**config.mk**
```make
export PLATFORM = sky130hd
export DESIGN_NAME = seg_disp_driver_flat
export DESIGN_NICKNAME = d
export VERILOG_FILES = /design/src/rtl/seg_disp_driver_if.sv /design/src/rtl/seg_disp_driver.sv /design/src/flat_wrapper.sv
export SDC_FILE = /design/constraint.sdc
export NUM_CORES = 1
export LEC_CHECK = 0
export BUFFER_PORTS_ARGS = -buffer_cell sky130_fd_sc_hd__buf_2
export CAP_MARGIN = 20
export CORE_AREA = 2 2 91 93
export DETAILED_ROUTE_END_ITERATION = 8
export DIE_AREA = 0 0 93 95
export MAX_ROUTING_LAYER = met4
export SYNTH_ARGS = -nofsm -noshare
export SYNTH_HDL_FRONTEND = slang
export SYNTH_SLANG_ARGS = --single-unit
```
**constraint.sdc**
```tcl
create_clock -name clk -period 2.57 [get_ports clk]
set_clock_uncertainty 0.05 [all_clocks]
set_input_delay 0 -clock clk [delete_from_list [all_inputs] [get_ports clk]]
set_output_delay 0 -clock clk [all_outputs]
set_load 0.005 [all_outputs]
```
**src/rtl/seg_disp_driver_if.sv**
```systemverilog
// Handshake and display bus between a value producer, the BCD/scan driver
// and the downstream 7-segment decoder.
interface seg_disp_driver_if #(
    parameter int WIDTH = 10,
    parameter int NDIG  = 4
);
    logic signed [WIDTH-1:0] value;
    logic                    start;
    logic                    busy;
    logic                    done;
    logic [3:0]              digit_code;
    logic [NDIG-1:0]         an;

    modport master (
        output value, start,
        input  busy, done, digit_code, an
    );

    modport slave (
        input  value, start,
        output busy, done, digit_code, an
    );
endinterface

```
**src/rtl/seg_disp_driver.sv**
```systemverilog
// Signed binary to BCD (sequential double-dabble) with leading-zero blanking,
// minus-sign placement and time-multiplexed digit scan for a 7-segment decoder.
module seg_disp_driver #(
    parameter int WIDTH    = 10,
    parameter int NDIG     = 4,
    parameter int SCAN_DIV = 1000
) (
    input  logic             clk,
    input  logic             reset,
    seg_disp_driver_if.slave bus
);
    localparam int BW     = 4 * NDIG;
    localparam int CNT_W  = $clog2(WIDTH + 1);
    localparam int SCAN_W = (SCAN_DIV > 1) ? $clog2(SCAN_DIV) : 1;
    localparam int SEL_W  = (NDIG > 1) ? $clog2(NDIG) : 1;

    localparam logic [3:0] CODE_MINUS = 4'b1010;
    localparam logic [3:0] CODE_BLANK = 4'b1111;

    typedef enum logic {IDLE, CONV} state_t;

    state_t state, state_next;

    logic [CNT_W-1:0]      shift_cnt;
    logic                  neg;
    logic [BW+WIDTH-1:0]   work, work_next;
    logic [BW-1:0]         bcd_adj, bcd_final;
    logic [WIDTH-1:0]      raw, mag;
    logic                  accept, last, neg_eff;
    int                    msd;
    logic                  done_q;
    logic [3:0]            disp      [NDIG];
    logic [3:0]            disp_next [NDIG];

    logic [SCAN_W-1:0]     scan_cnt;
    logic [SEL_W-1:0]      sel, sel_next;
    logic                  slot_end;
    logic [NDIG-1:0]       an_q;
    logic [3:0]            code_q;

    assign raw    = bus.value;
    assign mag    = raw[WIDTH-1] ? (~raw + 1'b1) : raw;
    assign accept = bus.start && (state == IDLE);
    assign last   = (state == CONV) && (shift_cnt == CNT_W'(WIDTH - 1));

    always_ff @(posedge clk) begin
        if (reset) state <= IDLE;
        else       state <= state_next;
    end

    // NOTE: every signal written in an always_comb gets a default first, so no
    // path through the block can leave it unassigned and infer a latch.
    always_comb begin
        state_next = state;
        case (state)
            IDLE:    if (bus.start) state_next = CONV;
            CONV:    if (last)      state_next = IDLE;
            default: state_next = IDLE;
        endcase
    end

    // One double-dabble step: add 3 to nibbles >= 5, then shift {bcd, mag}.
    always_comb begin
        bcd_adj = work[BW+WIDTH-1:WIDTH];
        for (int i = 0; i < NDIG; i++) begin
            if (bcd_adj[4*i +: 4] >= 4'd5)
                bcd_adj[4*i +: 4] = bcd_adj[4*i +: 4] + 4'd3;
        end
        work_next = {bcd_adj, work[WIDTH-1:0]} << 1;
    end

    // Formatting is taken from the post-shift value so the display loads on
    // the same edge as the final shift.
    always_comb begin
        bcd_final = work_next[BW+WIDTH-1:WIDTH];
        neg_eff   = neg && (bcd_final != '0);
        msd       = 0;
        for (int i = 0; i < NDIG; i++) begin
            if (bcd_final[4*i +: 4] != 4'd0) msd = i;
        end
        for (int i = 0; i < NDIG; i++) begin
            if (i <= msd)                     disp_next[i] = bcd_final[4*i +: 4];
            else if (neg_eff && i == msd + 1) disp_next[i] = CODE_MINUS;
            else                              disp_next[i] = CODE_BLANK;
        end
    end

    // NOTE: the display registers are a handful of flops, not a RAM, so they
    // are reset explicitly to blank; a reset mid-conversion leaves no stale digits.
    always_ff @(posedge clk) begin
        if (reset) begin
            done_q    <= 1'b0;
            neg       <= 1'b0;
            work      <= '0;
            shift_cnt <= '0;
            for (int i = 0; i < NDIG; i++) disp[i] <= CODE_BLANK;
        end else begin
            done_q <= last;
            if (accept) begin
                neg       <= raw[WIDTH-1];
                work      <= {{BW{1'b0}}, mag};
                shift_cnt <= '0;
            end else if (state == CONV) begin
                work      <= work_next;
                shift_cnt <= shift_cnt + 1'b1;
                if (last) begin
                    for (int i = 0; i < NDIG; i++) disp[i] <= disp_next[i];
                end
            end
        end
    end

    assign slot_end = (scan_cnt == SCAN_W'(SCAN_DIV - 1));

    always_comb begin
        sel_next = sel;
        if (slot_end) sel_next = (sel == SEL_W'(NDIG - 1)) ? '0 : sel + 1'b1;
    end

    // an and digit_code share sel_next, so they always switch together.
    always_ff @(posedge clk) begin
        if (reset) begin
            scan_cnt <= '0;
            sel      <= '0;
            an_q     <= ~NDIG'(1);
            code_q   <= CODE_BLANK;
        end else begin
            scan_cnt <= slot_end ? '0 : scan_cnt + 1'b1;
            sel      <= sel_next;
            an_q     <= ~(NDIG'(1) << sel_next);
            code_q   <= disp[sel_next];
        end
    end

    assign bus.busy       = (state == CONV);
    assign bus.done       = done_q;
    assign bus.an         = an_q;
    assign bus.digit_code = code_q;
endmodule

```
**src/flat_wrapper.sv**
```systemverilog
// flat-port wrapper written by rule: the top's interface ports become plain ports
module seg_disp_driver_flat 
#(
    parameter int WIDTH    = 10,
    parameter int NDIG     = 4,
    parameter int SCAN_DIV = 1000
)
  (clk, reset, bus_value, bus_start, bus_busy, bus_done, bus_digit_code, bus_an);
  seg_disp_driver_if #(.WIDTH(WIDTH), .NDIG(NDIG)) bus_i ();
  input  logic clk;
  input  logic reset;
  input wire logic [$bits(bus_i.value)-1:0] bus_value;
  input wire logic [$bits(bus_i.start)-1:0] bus_start;
  output wire logic [$bits(bus_i.busy)-1:0] bus_busy;
  output wire logic [$bits(bus_i.done)-1:0] bus_done;
  output wire logic [$bits(bus_i.digit_code)-1:0] bus_digit_code;
  output wire logic [$bits(bus_i.an)-1:0] bus_an;
  assign bus_i.value = bus_value;
  assign bus_i.start = bus_start;
  assign bus_busy = bus_i.busy;
  assign bus_done = bus_i.done;
  assign bus_digit_code = bus_i.digit_code;
  assign bus_an = bus_i.an;
  seg_disp_driver #(.WIDTH(WIDTH), .NDIG(NDIG), .SCAN_DIV(SCAN_DIV)) u_core (.clk(clk), .reset(reset), .bus(bus_i));
endmodule
```
# Word-level counts from Yosys, hierarchy flattened
# Memory sizes are Yosys's and may differ from the RTL's. A register that Yosys moved wholly into a read port is not among the register bits.
# Index checks and enable logic that the tools add are counted.
[totals] memories=1 regBits=49 out_inout_bits=10 wordCells=90 ramBits=16 input_bits=13
[mem_list] name="u_core.disp" depth=4 width=4 read_ports=1 rd_clocked_by_memory_dff=1 write_ports=4 line="seg_disp_driver.sv:32" rtl="logic [3:0] disp [NDIG];"
[op_classes] n_mux=34 shifts=1 reduce_logical=15 n_eq_ne=6 addsub=9 bitwise=7 magnitude_cmp=8
[ops] cell="3-bit by 32-bit equality test with 1-bit output, first input constant" n=2
[ops] cell="4-bit 2-to-1 mux" n=11
[ops] cell="2-bit by 32-bit equality test with 1-bit output, first input constant" n=1
[ops] cell="32-bit zero test" n=1
[ops] cell="10-bit 2-to-1 mux" n=3
[ops] cell="10-bit by 1-bit adder with 10-bit output, second input constant" n=2
[ops] cell="4-bit by 3-bit greater-or-equal comparator with 1-bit output, second input constant" n=4
[ops] cell="16-bit nonzero test" n=1
[ops] cell="3-bit 2-to-1 mux" n=5
[ops] cell="4-bit by 2-bit adder with 4-bit output, second input constant" n=3
[ops] cell="4-bit nonzero test" n=3
[ops] cell="10-bit equality test, second input constant" n=1
[ops] cell="1-bit 2-to-1 mux" n=10
[ops] cell="10-bit NOT" n=1
[ops] cell="2-bit 2-to-1 mux" n=4
[ops] cell="1-bit logical AND" n=7
[ops] cell="4-bit by 1-bit adder with 4-bit output, second input constant" n=1
[ops] cell="4-bit equality test, second input constant" n=1
[ops] cell="1-bit by 2-bit <= comparator with 1-bit output, first input constant" n=2
[ops] cell="2-bit <= comparator, first input constant" n=2
[ops] cell="4-bit NOT" n=1
[ops] cell="1-bit OR" n=4
[ops] cell="2-bit OR reduction" n=2
[ops] cell="1-bit by 2-bit left shift with 4-bit output, first input constant" n=1
[ops] cell="other kinds (7)" n=7

# Longest topological paths before layout
# Gate-level depths: netlist of run 1.
[logic_depth] depth_word=12 depth_mapped=7 depth_no_buf=7

# Worst setup path after synthesis of run 1
# OpenSTA, ideal clock, no wires.
[synth_timing] path_kind="reg2reg" startpoint="register u_core.work[18]" endpoint="memory u_core.disp[1][0] (data pin)" setup_ns=0.160 synth_period_minus_slack_ns=2.016 setup_slack_ns=0.554 path_stages_with_launch=8 arrival_ns=1.806 path_buffers=0 t_required_ns=2.360 path_cell_list="dfxtp_1 inv_1 ha_1 nor2b_1 o21bai_1 mux2i_1 nand4_1 o211ai_1"
[synth_lines] element="start, declared" line="seg_disp_driver.sv:26" rtl="logic [BW+WIDTH-1:0] work, work_next;"
[synth_lines] element="start signal, assigned" line="seg_disp_driver.sv:101" rtl="work <= {{BW{1'b0}}, mag};"
[synth_lines] element="start signal, assigned" line="seg_disp_driver.sv:104" rtl="work <= work_next;"
[synth_lines] element="end, declared" line="seg_disp_driver.sv:32"

# Worst setup path after layout of run 1
[layout_timing] startpoint="input port bus_value[0]" endpoint="register u_core.work[9]"
[layout_between] elab_chain_len=4
[layout_lines] element="start, declared" line="flat_wrapper.sv:12" rtl="input wire logic [$bits(bus_i.value)-1:0] bus_value;"
[layout_lines] element="10-bit NOT" line="seg_disp_driver.sv:42" rtl="assign mag = raw[WIDTH-1] ? (~raw + 1'b1) : raw;"
[layout_lines] element="10-bit by 1-bit adder with 10-bit output" line="seg_disp_driver.sv:42"
[layout_lines] element="10-bit 2-to-1 mux" line="seg_disp_driver.sv:42"
[layout_lines] element="10-bit 2-to-1 mux" line="seg_disp_driver.sv:99" rtl="if (accept) begin"
# Every way passes these cells.
# A chain may end at the register's enable or synchronous reset.

==> results_dict.tcl, run 1 <==
set metrics [dict create \
    worst_r2r_startpoint "u_core.work[18]" \
    final_core_util_pct 49.53 \
    die_width_microns 93 \
    route.detailed.wl_per_inst_microns 12.64 \
    transition_time_at_the_pin_with_the_least_slew_margin_ns 0.7847 \
    rsz0062_at_grt "false" \
    rr_worst_depth 7 \
    route.vias.total 2647 \
    wl_met2_microns 2794 \
    timing.critical_path.from_type "input port" \
    cts_inserted_buffers 9 \
    hold_slack_ns 0.03311 \
    largest_delay_contributor_family_on_the_critical_path "buffers and inverters" \
    preCtsSetupSlack_ns 0.3173 \
    yosysWarnings 0 \
    totalNegativeSetupSlack_ns 0 \
    die_h_microns 95 \
    slowest_delay_ns 0.57 \
    pin_count_of_the_biggest_net_entering_global_routing 50 \
    clock_insertion_delay_worst_skew_ns 0.34 \
    max_freq_mhz 424.3 \
    post_place_cells 489 \
    clock_tree_from_tritoncts "yes" \
    vias_per_cell 5.180 \
    worst_path_most_repeated_cell "dlygate4sd3_1" \
    final_antenna_net_count 0 \
    yosys_register_bits 69 \
    met3RoutedLength_microns 200 \
    ctsRootBufferMaster "clkbuf_8" \
    design.portCount 23 \
    holdCritPathClass "input port to flop" \
    globalRouteOverflowTotal 0 \
    fin_area_sq_mm 0.003926 \
    initial_antenna_violation_count 0 \
    synth_top_flop_cell "dfxtp_1" \
    grt_pass1_wl_microns 11500 \
    clock_pin_slew_worst_setup_and_hold_paths_ns 0.07 \
    setup_ws_ns 0.2135 \
    yosysSeqAreaShare_pct 44.36 \
    power_density_mw_per_mm2 559.1 \
    cts.path.max_buffers 2 \
    cells_traversed_along_the_worst_timing_path "dlygate4sd3_1, buf_2, or4_4, nor2_1, nand4b_1, dlygate4sd3_1, a21oi_1, dlygate4sd3_1" \
    post_route_insts_no_fill 511 \
    crit_slowest_cell "dlygate4sd3_1" \
    ctsResizeCount 0 \
    slew_viol_final 0 \
    first_global_vias 2518 \
    drv_cap 0 \
    finalPower_mw 2.195 \
    hold_path.startpoint "bus_start" \
    setup_violations 0 \
    core_region_area_sq_mm 0.007928 \
    flow.area_growth_from_synthesis_pct 13.00 \
    final_hpwl_dp_microns 4521 \
    final_hold_viol_count 0 \
    placementRows 33 \
    finalWorstPathRequiredPeriod_ns 2.357 \
    synth.avg_cell_area_sq_um 9.241 \
    rrSetupSlack_ns 0.28 \
    cp_endpoint_kind "flop" \
    worstSetupStartpoint "bus_value[0]" \
    yosys.area.top_type_share_pct 30.54 \
    netlist_instances 376 \
    netlist.top_cell.by_area "dfxtp_1" \
    path_max_fanout 4 \
    detail_route.drc_violations 0 \
    yosysUniqueCellTypes 50 \
    yosys.cell_count.top_type "dfxtp_1" \
    power.leakage_nw 1.360 \
    top_layer_used "met4" \
    netlist_area_sq_mm 0.003475 \
    drt-pass1-iter-count 4 \
    max-vdd-ir-drop_mv 0.2423 \
    num-nets-final 427 \
    status "finished, final reports clean" \
    timing.hold.worst_path_depth 3 \
    path_buf_inv 4 \
    h-tree-depth 3 \
    critPathRequiredTime_ns 2.79 \
    arrival_time_at_the_worst_endpoint_ns 2.58 \
    synth_fp_nets 402 \
    drtIter0Drc 73 \
    cp.depth 8 \
    clock_sink_count 69 \
    synthTopCellsByCount "dfxtp_1 (53), nor2_1 (41), nand2_1 (28)" \
    max_slew_headroom_pct 47.68 \
    wl_met1_microns 3372 \
    synthArstFlopShare_pct 0 \
    placedInstanceArea_sq_mm 0.003670 \
    totalWireLength_microns 6460 \
    portBuffers 22 \
    fp.dieArea_sq_mm 0.008835 \
    ratio_of_cells_with_drive_above_1_in_the_final_layout_pct 13.05 \
    globalplace.congestion 0.8279 \
    grtUsageTotal_pct 16.81 \
    timing.final.crit_share_pct 91.69 \
    top_cells_by_area_synth "dfxtp_1 (31%), edfxtp_1 (14%), mux2i_1 (6.9%)" \
    start_util_pct 43.83 \
    synth-edff-count 16 \
    critical_path_class "input port to flop" \
    number_of_antenna_diodes 0 \
]
routing by layer:
metal | global-route usage [%] | vias to the layer above
li1 | - | 1381
met1 | 22.20 | 1214
met2 | 25.24 | 43
met3 | 3.671 | 9
met4 | 6.618 | 0
met5 | - | -
cells by family after synthesis:
group	after synthesis	share of synthesized area (%)
flip-flops	69	44.36
AO/OA/AOI/OAI	73	13.61
AND/OR/NAND/NOR	140	20.78
adder cells (fa/ha/maj)	13	4.681
buffers and inverters	35	3.961
multiplexers	26	7.562
XOR/XNOR	20	5.041
tightest hold or removal path: stages:
cell	delay [ns]
buf_2	0.20
nor2_1	0.12
nor2_1	0.04
flip-flops by register name, summed over array words and instances, names as in the netlist:
signal,count
u_core.disp,16
u_core.sel,2
u_core.neg,1
u_core.bus.digit_code,4
u_core.scan_cnt,10
u_core.shift_cnt,4
u_core.bus.an,4
u_core.work,26
u_core.bus.done,1
u_core.bus.busy,1
power by group:
| part | switching [mW] | total, mW | leakage, nW | internal, mW |
|---|---|---|---|---|
| Clock | 0.418 | 0.856 | 0.0977 | 0.438 |
| Combinational | 0.112 | 0.189 | 0.723 | 0.0771 |
| Sequential | 0.0193 | 1.15 | 0.539 | 1.13 |
cells in the final DEF (no fill, tap or decap), types with 3 or more instances in the layout:
master	n
nor3_1	10
xnor2_1	8
nand3_1	15
a21oi_1	24
dfxtp_1	52
dlygate4sd3_1	6
clkbuf_8	10
nor2b_1	9
nand4_1	4
nor3b_1	6
xor2_1	12
mux2i_1	24
nor2_1	41
edfxtp_1	16
o21ai_0	13
nand4b_1	4
ha_1	13
or3_1	3
a22oi_1	4
inv_1	18
o211ai_1	7
buf_2	22
nand2_1	28
buf_4	3
nand2b_1	5
a211oi_1	8
a211o_1	6
final timing paths:
kind,end
worst max-delay path,u_core.work[9]
worst max register to register,u_core.disp[1][0]
worst min register to register,u_core.work[6]
worst min-delay path,u_core.bus.busy
repair_timing:
| action | in CTS | in global routing |
|---|---|---|
| hold endpoints to repair | 10 | 0 |
| buffers inserted | 0 | 0 |
| hold buffers | 6 | 0 |
final cells by class:
cell class              count  area, sq um
inverters                  18        67.56
clock buffers              12        166.4
fillers                   772         4001
flip-flops and latches     69         1543
clock inverters             4        30.03
repair buffers             31        192.7
multi-input cells         272         1795
well taps                 105        131.4
Note: power is estimated with default switching activity, not from simulation.
==> run 2: changes to the inputs <==
CORE_AREA = 2 2 83 85   (was 2 2 91 93)
DIE_AREA = 0 0 85 87   (was 0 0 93 95)
PLACE_DENSITY = 0.72   (was default)
==> results_dict.tcl, run 2 (same netlist as run 1, synthesis figures left out) <==
set metrics [dict create \
    initial_antenna_violation_count 0 \
    critPathRequiredTime_ns 2.69 \
    portBuffers 22 \
    setup_violations 0 \
    first_global_vias 2367 \
    final_core_util_pct 58.90 \
    most-common-layout-cells "dfxtp_1 (52), nor2_1 (41), nand2_1 (28), mux2i_1 (24), a21oi_1 (24)" \
    detail_route.drc_violations 0 \
    largest_delay_contributor_family_on_the_critical_path "compound AO/OA/AOI/OAI gates" \
    max-vdd-ir-drop_mv 0.3831 \
    path_max_fanout 8 \
    grtUsageTotal_pct 17.88 \
    n_fill_cell 582 \
    timing.critical_path.from_type "flop" \
    clock_sink_count 69 \
    slew_viol_final 0 \
    cts.repair_timing.setup_buffer_count 0 \
    core_region_area_sq_mm 0.006569 \
    totalNegativeSetupSlack_ns 0 \
    grt_pass1_wl_microns 10430 \
    final_hpwl_dp_microns 4247 \
    route.vias.total 2638 \
    worstSetupStartpoint "u_core.work[18]" \
    cp_endpoint_kind "flop" \
    route.detailed.wl_per_inst_microns 12.51 \
    totalWireLength_microns 6042 \
    crit_end "u_core.disp[1][0]" \
    globalplace.congestion 0.8647 \
    final_antenna_net_count 0 \
    slowest_delay_ns 0.44 \
    hold_slack_ns 0.04740 \
    holdCritPathClass "input port to flop" \
    arrival_time_at_the_worst_endpoint_ns 2.37 \
    max_freq_mhz 443.1 \
    die_h_microns 87 \
    worstReg2RegEnd "u_core.disp[1][0]" \
    worst_r2r_startpoint "u_core.work[18]" \
    clock_pin_slew_worst_setup_and_hold_paths_ns 0.07 \
    max_slew_headroom_pct 48.31 \
    post_place_cells 463 \
    finalWorstPathRequiredPeriod_ns 2.257 \
    cts_inserted_buffers 9 \
    clock_tree_from_tritoncts "yes" \
    top_register "u_core.work" \
    transition_time_at_the_pin_with_the_least_slew_margin_ns 0.7754 \
    power_density_mw_per_mm2 563.3 \
    num-nets-final 424 \
    rsz0062_at_grt "false" \
    post_route_insts_no_fill 483 \
    cts.path.max_buffers 2 \
    flow.area_growth_from_synthesis_pct 11.34 \
    pin_count_of_the_biggest_net_entering_global_routing 50 \
    mostFrequentLayoutCell "dfxtp_1" \
    globalRouteOverflowTotal 0 \
    largest_register_ff_count 26 \
    rr_worst_depth 7 \
    multi_input_area_sq_mm 0.001799 \
    ratio_of_cells_with_drive_above_1_in_the_final_layout_pct 13.40 \
    drtIter0Drc 112 \
    placementRows 30 \
    drv_cap 0 \
    design.portCount 23 \
    reg.largest.list "u_core.work (26), u_core.disp (16), u_core.scan_cnt (10)" \
    start_util_pct 52.90 \
    rrSetupSlack_ns 0.31 \
    clock_insertion_delay_worst_skew_ns 0.34 \
    vias_per_cell 5.462 \
    timing.final.crit_share_pct 87.81 \
    critical_path_class "flop to flop" \
    status "finished, final reports clean" \
    drt-pass1-iter-count 4 \
    cells_traversed_along_the_worst_timing_path "inv_1, ha_1, nor2b_1, o21bai_2, mux2i_1, nand4_1, o211ai_1" \
    seqCellArea_sq_mm 0.001543 \
    crit_slowest_cell "dfxtp_1" \
    h-tree-depth 3 \
    die_width_microns 85 \
    cp.depth 7 \
    final_hold_viol_count 0 \
    ctsRootBufferMaster "clkbuf_8" \
    power.leakage_nw 1.348 \
    finalPower_mw 2.179 \
    number_of_antenna_diodes 0 \
    path_buf_inv 1 \
    fp.dieArea_sq_mm 0.007395 \
]
-- run 2: stage by stage --
stage / cell area [sq um] / setup WS [ns]
2_1_floorplan: 3475 / 0.5538
3_3_place_gp: 3631 / 0.3892
3_5_place_dp: 3631 / 0.2458
4_1_cts: 3865 / 0.2048
5_1_grt: 3869 / 0.1153
6_report: 3869 / 0.3134
-- run 2: tightest hold or removal path: cells and delay by family --
kind / cells / cell delay [ns]
and+or+nand+nor: 2 / 0.19
buffers and inverters: 1 / 0.21
-- run 2: how the worst min path moves through the flow --
stage	from	to	slack, ns	cells after the start
global route	bus_start	u_core.bus.busy	0.06	3
CTS	bus_start	u_core.bus.busy	0.03	3
global placement	bus_value[8]	u_core.work[9]	0.26	3
finish	bus_start	u_core.bus.busy	0.05	3
floorplan	bus_value[8]	u_core.work[9]	0.14	2
detailed placement	bus_value[8]	u_core.work[9]	0.26	3
-- run 2: final cells by class --
cell class / count / share of cell area (%)
multi-input cells: 272 / 46.51
flip-flops and latches: 69 / 39.88
repair buffers: 28 / 4.269
clock buffers: 11 / 4.204
well taps: 80 / 2.587
inverters: 18 / 1.746
clock inverters: 5 / 0.8085
-- run 2: timing repair --
action,CTS,global route
hold buffers,4,0
hold endpoints to repair,3,0
resized for setup,0,1
setup endpoints to repair,0,1
-- run 2: routing by layer --
layer / up-vias / global-route usage [%] / part of all wire (%)
met5: - / - / 0
met4: 0 / 8.514 / 1.7
met3: 10 / 3.412 / 3.4
met2: 47 / 28.27 / 45
met1: 1200 / 22.14 / 50
li1: 1381 / - / -
-- run 2: report_power, final --
part	internal, mW	total (mW)	switching [mW]	leakage [nW]
clock	0.432	0.844	0.412	0.0968
combinational	0.0747	0.185	0.110	0.712
sequential	1.13	1.15	0.0189	0.539
==> run 3: changes to the inputs <==
ABC_AREA = 1   (was default)
CORE_AREA = 2 2 77 93   (was 2 2 83 85)
DIE_AREA = 0 0 79 95   (was 0 0 85 87)
==> results_dict.tcl, run 3 <==
set metrics [dict create \
    ctsResizeCount 0 \
    totalWireLength_microns 6951 \
    power.leakage_nw 1.819 \
    netlist_area_sq_mm 0.003526 \
    initial_antenna_violation_count 0 \
    arrival_time_at_the_worst_endpoint_ns 2.42 \
    portBuffers 22 \
    detail_route.drc_violations 0 \
    fp.dieArea_sq_mm 0.007505 \
    post_place_cells 586 \
    worst_r2r_startpoint "u_core.bus.busy" \
    totalNegativeSetupSlack_ns 0 \
    rrSetupSlack_ns 0.50 \
    largest_register_ff_count 26 \
    mostFrequentLayoutCell "nand2_1" \
    max_slew_headroom_pct 56.79 \
    drtIter0Drc 194 \
    synthArstFlopShare_pct 0 \
    die_width_microns 79 \
    most-common-layout-cells "nand2_1 (109), inv_1 (77), dfxtp_1 (53), nor2_1 (46), nand3_1 (40)" \
    first_global_vias 2764 \
    rsz0062_at_grt "false" \
    synth.avg_cell_area_sq_um 7.270 \
    max_freq_mhz 454.9 \
    clock_pin_slew_worst_setup_and_hold_paths_ns 0.07 \
    route.detailed.wl_per_inst_microns 11.40 \
    h-tree-depth 3 \
    reg.largest.list "u_core.work (26), u_core.disp (16), u_core.scan_cnt (10)" \
    pin_count_of_the_biggest_net_entering_global_routing 24 \
    holdCritPathClass "input port to flop" \
    max-vdd-ir-drop_mv 0.3621 \
    final_hpwl_dp_microns 5094 \
    design.portCount 23 \
    drt-pass1-iter-count 5 \
    final_core_util_pct 59.45 \
    crit_slowest_cell "dlygate4sd3_1" \
    preCtsSetupSlack_ns 0.6028 \
    start_util_pct 52.71 \
    netlist_instances 485 \
    ratio_of_cells_with_drive_above_1_in_the_final_layout_pct 9.943 \
    cells_traversed_along_the_worst_timing_path "dlygate4sd3_1, buf_2, inv_1, ha_1, inv_1, nor3_1, nand4_1, nand3_1, nand3_1, a21oi_1, dlygate4sd3_1" \
    globalRouteOverflowTotal 0 \
    synth-edff-count 16 \
    post_route_insts_no_fill 610 \
    yosysSeqAreaShare_pct 43.72 \
    hold_path.startpoint "bus_value[7]" \
    cts.repair_timing.setup_buffer_count 0 \
    worstReg2RegEnd "u_core.work[8]" \
    finalWorstPathRequiredPeriod_ns 2.198 \
    final_hold_viol_count 0 \
    setup_ws_ns 0.3717 \
    num-nets-final 545 \
    timing.critical_path.from_type "input port" \
    placedInstanceArea_sq_mm 0.003712 \
    critPathRequiredTime_ns 2.79 \
    yosys_register_bits 69 \
    timing.hold.worst_path_depth 4 \
    number_of_antenna_diodes 0 \
    drv_cap 0 \
    clock_insertion_delay_worst_skew_ns 0.33 \
    die_h_microns 95 \
    fin_area_sq_mm 0.003976 \
    cts_inserted_buffers 9 \
    top_register "u_core.work" \
    vias_per_cell 5.079 \
    whs_endpoint "u_core.work[7]" \
    core_region_area_sq_mm 0.006689 \
    globalplace.congestion 0.9096 \
    grtUsageTotal_pct 20.42 \
    rr_worst_depth 6 \
    grt_pass1_wl_microns 11720 \
    timing.final.crit_share_pct 85.54 \
    route.vias.total 3098 \
    transition_time_at_the_pin_with_the_least_slew_margin_ns 0.6466 \
    holdBufCountCts 9 \
    synth_fp_nets 511 \
    netlist.top_cell.by_area "dfxtp_1" \
    synthTopCellsByCount "nand2_1 (109), inv_1 (77), dfxtp_1 (53)" \
    yosys.cell_count.top_type "nand2_1" \
    yosys.area.top_type_share_pct 30.09 \
    final_antenna_net_count 0 \
    path_max_fanout 4 \
    clock_sink_count 69 \
    yosysWarnings 0 \
    top_cells_by_area_synth "dfxtp_1 (30%), edfxtp_1 (14%), nand2_1 (12%)" \
    status "finished, final reports clean" \
    clock_tree_from_tritoncts "yes" \
    synth_top_flop_cell "dfxtp_1" \
    cts.path.max_buffers 2 \
    ctsRootBufferMaster "clkbuf_8" \
    setup_violations 0 \
    placementRows 33 \
    power_density_mw_per_mm2 561.4 \
    slowest_delay_ns 0.58 \
    yosysUniqueCellTypes 32 \
    flow.area_growth_from_synthesis_pct 12.77 \
    slew_viol_final 0 \
    cp_endpoint_kind "flop" \
    critical_path_class "input port to flop" \
]
## run 3: changes by cell type after synthesis, sizes merged, moves of 8 or more
cell    change
nand2      +85
inv        +62
nand3      +26
mux2i      -24
o21ai      +16
xor2       -11
nor2        +9
nor2b       -9
a211oi      -8
a21oi       +8
nand4       +8
xnor2       -8
## run 3: worst max-delay path: cells and delay by family
family / cells / cell delay (ns)
buf+inv: 5 / 1.37
compound gates: 1 / 0.14
simple gates: 4 / 0.76
fa+ha+maj: 1 / 0.15
## run 3: logic make-up (layout without fill, tap and decap cells)
| family | after synthesis | in the layout | synth area share (%) |
|---|---|---|---|
| AND/OR/NAND/NOR | 235 | 235 | 29.42 |
| buffers and inverters | 92 | 130 | 10.29 |
| AO/OA/AOI/OAI | 75 | 75 | 11.71 |
| flip-flops | 69 | 69 | 43.72 |
| adder cells (fa/ha/maj) | 13 | 13 | 4.613 |
| XOR/XNOR | 1 | 1 | 0.2484 |
## run 3: per-stage QoR
step	hold WS, ns	total power, mW
after CTS	0.02419	2.249
final	0.03181	2.232
after global placement	0.2298	1.427
after floorplan	0.09349	1.369
after detailed placement	0.2390	1.433
after global routing	0.04540	2.349
## run 3: final cells by class
type / count / area, sq um
inverters: 80 / 300.3
clock buffers: 13 / 138.9
clock inverters: 2 / 35.03
repair buffers: 35 / 230.2
flip-flops and latches: 69 / 1541
well taps: 87 / 108.9
multi-input cells: 324 / 1622
fillers: 630 / 2713
## run 3: worst max-delay path by stage
stage / start / end / slack (ns) / depth (start not counted)
floorplan: u_core.work[18] / u_core.disp[3][0] / 0.84 / 12
global placement: u_core.work[10] / u_core.disp[1][2] / 0.70 / 12
detailed placement: u_core.work[18] / u_core.disp[2][0] / 0.60 / 12
CTS: bus_value[0] / u_core.work[8] / 0.53 / 12
global route: bus_value[0] / u_core.work[8] / 0.17 / 11
finish: bus_value[0] / u_core.work[8] / 0.37 / 11
## run 3: routing by layer
metal | up-vias | track usage (%) | routed length [microns]
met4 | 0 | 8.621 | 121
met5 | - | - | 0
met3 | 13 | 3.920 | 220
met1 | 1381 | 23.87 | 3173
li1 | 1640 | - | -
met2 | 64 | 34.39 | 3436
## run 3: power by group
group / switching, mW / leakage (nW) / internal (mW)
logic: 0.168 / 1.19 / 0.0936
clock network: 0.365 / 0.0875 / 0.444
registers: 0.0239 / 0.540 / 1.14
total: 0.557 / 1.82 / 1.68
